$ cat src/rtl/fetch_stage.sv
// Fetch stage: owns the PC, reads instruction memory over a req/ack handshake and
// buffers one instruction for decode. Define FETCH_PREFETCH_EN to overlap refill with consume.
module fetch_stage #(
  parameter logic [31:0] RESET_PC  = 32'h0000_0000,
  parameter logic [31:0] NOP_INSTR = 32'h0000_0000
) (
  input  logic        clk,
  input  logic        reset,
  input  logic        stall_F,
  input  logic        pc_src_D,
  input  logic [31:0] pc_branch_D,
  output logic        imem_req,
  output logic [31:0] imem_addr,
  input  logic        imem_ack,
  input  logic [31:0] imem_rdata,
  output logic [31:0] instr_F,
  output logic [31:0] PCPlus4_F,
  output logic        valid_F
);

  // state  | meaning
  // S_IDLE | after reset, no request outstanding
  // S_REQ  | request to imem_addr outstanding, buffer empty
  // S_FULL | buffer holds a fetched instruction awaiting decode
  typedef enum logic [1:0] {S_IDLE, S_REQ, S_FULL} state_t;

  state_t      state, state_n;
  logic [31:0] pc, pc_n;
  logic [31:0] instr_q, instr_n;
  logic [31:0] pcplus4_q, pcplus4_n;
  logic [31:0] redir_pc, redir_n;
  logic        kill, kill_n;
  logic        req_c;
  logic [31:0] pc_inc;

  assign pc_inc = pc + 32'd4;

  always_ff @(posedge clk) begin
    if (reset) begin
      state     <= S_IDLE;
      pc        <= RESET_PC;
      instr_q   <= NOP_INSTR;
      pcplus4_q <= 32'h0;
      redir_pc  <= 32'h0;
      kill      <= 1'b0;
    end else begin
      state     <= state_n;
      pc        <= pc_n;
      instr_q   <= instr_n;
      pcplus4_q <= pcplus4_n;
      redir_pc  <= redir_n;
      kill      <= kill_n;
    end
  end

  always_comb begin
    state_n   = state;
    pc_n      = pc;
    instr_n   = instr_q;
    pcplus4_n = pcplus4_q;
    redir_n   = redir_pc;
    kill_n    = kill;
    req_c     = 1'b0;
    case (state)
      S_IDLE: state_n = S_REQ;
      S_REQ: begin
        req_c = 1'b1;
        if (pc_src_D) begin
          // pc may only move once the handshake completes; otherwise park the target
          if (imem_ack) begin
            pc_n   = pc_branch_D;
            kill_n = 1'b0;
          end else begin
            kill_n  = 1'b1;
            redir_n = pc_branch_D;
          end
        end else if (imem_ack) begin
          if (kill) begin
            pc_n   = redir_pc;
            kill_n = 1'b0;
          end else begin
            instr_n   = imem_rdata;
            pcplus4_n = pc_inc;
            pc_n      = pc_inc;
            state_n   = S_FULL;
          end
        end
      end
      S_FULL: begin
        if (pc_src_D) begin
          pc_n    = pc_branch_D;
          state_n = S_REQ;
        end else if (!stall_F) begin
`ifdef FETCH_PREFETCH_EN
          req_c = 1'b1;
          if (imem_ack) begin
            instr_n   = imem_rdata;
            pcplus4_n = pc_inc;
            pc_n      = pc_inc;
          end else begin
            state_n = S_REQ;
          end
`else
          state_n = S_REQ;
`endif
        end
      end
      default: state_n = S_IDLE;
    endcase
  end

  assign imem_req  = req_c;
  assign imem_addr = pc;
  assign valid_F   = (state == S_FULL);
  assign instr_F   = valid_F ? instr_q : NOP_INSTR;
  assign PCPlus4_F = pcplus4_q;

endmodule

$ cat config.mk
export PLATFORM = sky130hd
export DESIGN_NAME = fetch_stage
export DESIGN_NICKNAME = d
export VERILOG_FILES = /design/src/rtl/fetch_stage.sv
export SDC_FILE = /design/constraint.sdc
export NUM_CORES = 1
export LEC_CHECK = 0
export CORE_ASPECT_RATIO = 1.25
export CORE_UTILIZATION = 45
export DETAILED_ROUTE_END_ITERATION = 8
export PLACE_DENSITY = 0.75
export SETUP_SLACK_MARGIN = 0.5
export SLEW_MARGIN = 25
export SYNTH_ARGS = -nofsm -noshare
export SYNTH_HDL_FRONTEND = slang
export SYNTH_SLANG_ARGS = --single-unit
$ cat constraint.sdc
create_clock -name clk -period 4.52 [get_ports clk]
set_input_delay 0.452 -clock clk [delete_from_list [all_inputs] [get_ports clk]]
set_output_delay 0.452 -clock clk [all_outputs]
set_load 0.005 [all_outputs]
==> results.cfg <==
[floorplan]
initial_utilization_pct = 46.7
die_x_um = 107
die_h_um = 134
ioPinCount = 167
dieArea_um2 = 14400
row_count = 47
coreArea_um2 = 13400

[layout]
fillers = 1239
design_area_um2 = 8540
syn_to_final_growth_pct = 36.4
fin_nets = 1020
diodes = 0
layout-drive-gt1-share_pct = 6.15

[timing]
finalSetupViolCount = 0
fin_setup_tns_ns = 0
final_hold_viol_count = 0
timing.fmax_ghz = 0.360
fin_crit_sh_pct = 61.5
fin_skew_ns = 0.00910
rsz0062_at_grt = no
slew_viol_final = 0
slew_headroom_pct = 38.9
period_needed_ns = 2.78
tightest_slew_ns = 0.912

[worst_setup_path]
rr_endpoint = imem_addr[20]$_SDFFE_PP0P_
end_kind = flip-flop
reg2regPathDepth = 7
crit_type = flip-flop to flip-flop
worstPathArrival_ns = 3.09
worstPathRequired_ns = 4.83
worst_setup_path_start_kind = flip-flop
cp_max_fo = 42
rr_startpoint = state[0]$_SDFFE_PP0P_
regToRegSetupSlack_ns = 1.74

[global_routing]
grt_max_degree = 76
grt_pass1_vias = 5660
grt_overflow = 0
globalRouteTotalUtil_pct = 26.1
antenna_found_initial = 0
grt_first_pass_wirelength_um = 29600

[power_and_ir_drop]
p_switching_uw = 937
p_total_uw = 3270
combinationalPowerShare_pct = 16.8
p_sw_share_pct = 28.7
leakagePower_uw = 0.00287
vdd_drop_max_v = 0.000200
seq_power_share_pct = 40.9
cellPowerDensity_nw_per_um2 = 383
clock_power_share_pct = 42.3
p_int_uw = 2330

[cts]
hold_buffers = 0
cts_root_buffer = clkbuf_16
cts_resized = 0
cts_tree = yes
clkSinkCount = 131
clkTransAtPathRegs_ns = 0.06
cts-buffers-inserted = 17
cts.path.max_buffers = 2
cts_setup_buffers = 0
clkLatencyLatePin_ns = 0.42
htree_levels = 4

[synth]
yosys.area.top_type_share_pct = 41.9
yosys-top-cells-area = dfxtp_1, nand2_1, a21oi_1, a211oi_1, nor2_1
synthCells = 821
synthMuxAreaShare_pct = 1.44
synth.avg_cell_area_um2 = 7.62
synth-xor-area-share_pct = 3.78
ys_seq_elements = 131
yosysMostFrequentCell = nand2_1
synth_top_area_cell = dfxtp_1
synth_simple_gate_area_share_pct = 27.1
synth_cell_types = 53
synth_edf_count = 0
yosysWarnings = 0
synth-async-reset-ratio_pct = 0
synthFlopType = dfxtp_1
synthTopCellsByCount = nand2_1, dfxtp_1, a21oi_1
synth-compound-area-share_pct = 20.1
synthAdderAreaFrac_pct = 0.800
synth_nets = 894
yosysSeqAreaShare_pct = 41.9
synth_top_family_by_area = simple AND/OR/NAND/NOR gates
synth_area_um2 = 6260

[detailed_routing]
drt_first_pass_iters = 5
avgRoutedWirePerCell_um = 16.6
wl_met2_um = 9030
wl_met1_um = 7960
highest_layer = met4
via_count = 6313
ant_nets = 0
wl_um = 18800
met3_length_um = 1380
routed_via_density = 5.58
dr.first_iter.drc_count = 539
post-route-drc-count = 0

[place]
dpl.hpwl_um = 12600
gp_congestion = 0.943
port_buffers = 166
place_area_um2 = 7940

[status]
outcome = complete, no violations

[run]
max-cap-violations = 0

[hold_path]
hp-class = flip-flop to flip-flop
hold_path_depth = 2
min_to = instr_q[30]$_SDFFE_PP0P_
hp-start = instr_q[30]$_SDFFE_PP0P_
==> power groups by stage <==
stage | Clock, uW | Sequential (uW) | Combinational [uW]
floorplan | 0 | 1320 | 304
global placement | 0 | 1350 | 539
detailed placement | 0 | 1360 | 544
CTS | 1400 | 1330 | 551
global route | 1450 | 1340 | 602
finish | 1380 | 1340 | 550
==> worst max-delay path by stage <==
stage                              startpoint                          to  slack (ns)  cells after the start
CTS                     state[0]$_SDFFE_PP0P_  imem_addr[20]$_SDFFE_PP0P_        1.59                      7
finish                  state[0]$_SDFFE_PP0P_  imem_addr[20]$_SDFFE_PP0P_        1.74                      7
floorplan           imem_addr[2]$_SDFFE_PP0P_  PCPlus4_F[30]$_SDFFE_PP0P_        2.42                      6
global route            state[0]$_SDFFE_PP0P_  imem_addr[20]$_SDFFE_PP0P_        1.57                      7
detailed placement                   pc_src_D  imem_addr[20]$_SDFFE_PP0P_        1.44                      6
global placement        state[0]$_SDFFE_PP0P_  imem_addr[20]$_SDFFE_PP0P_        1.33                      7
==> area by class of cell <==
cell class / count / area [um2] / share of cell area (%)
clock buffers: 19 / 443 / 5.19
well taps: 171 / 214 / 2.51
flip-flops and latches: 131 / 2620 / 30.7
inverters: 10 / 37.5 / 0.440
clock inverters: 13 / 150 / 1.76
multi-input cells: 614 / 3360 / 39.3
repair buffers: 173 / 1710 / 20.0
==> routing by layer <==
layer,global-route usage [%],vias to the layer above
li1,-,3102
met1,34.5,2897
met2,40.8,280
met3,5.54,34
met4,11.3,0
met5,0,-
==> cell usage in the layout (no fill, tap or decap), types with 13 or more instances in the layout <==
cell type        synthesis  final
clkbuf_16                0     17
nand2_1                184    184
clkdlybuf4s50_1          0    165
nor3_1                  15     13
a21oi_1                111    111
xnor2_1                 17     17
and2_1                  32     32
a211oi_1                31     31
nand3_1                 30     30
nor2_1                  61     59
dfxtp_1                131    130
o21ai_0                 15     15
==> sequential cells by signal (all words and copies together) (netlist names) <==
name,cells
PCPlus4_F,32
imem_addr,32
instr_q,32
redir_pc,32
state,2
kill,1
==> worst max-delay path, stage by stage (launching register included) <==
cell	delay [ns]
dfxtp_1	0.31
inv_1	0.10
ha_2	0.59
nor2_1	0.13
or3_2	0.79
a211oi_1	0.39
a21oi_1	0.12
o211a_1	0.23
==> stage by stage <==
stage	worst slack (ns)	util [%]	cells	hold WS, ns
3_3_place_gp	1.33	59.2	1099	0.438
2_1_floorplan	2.42	-	821	0.432
5_1_grt	1.57	63.7	1131	0.462
3_5_place_dp	1.44	59.2	1099	0.442
6_report	1.74	63.7	1131	0.448
4_1_cts	1.59	63.7	1131	0.450
==> cells by family (layout without fill, tap and decap cells) <==
logic type	Yosys count	in the layout
DFF	131	131
AOI/OAI and AO/OA	206	206
xor gates and xnor gates	27	27
adders and majority gates	4	4
muxes	9	9
and+or+nand+nor	368	368
buffers and inverters	76	215
No activity file was read; power rests on OpenSTA's default activity.
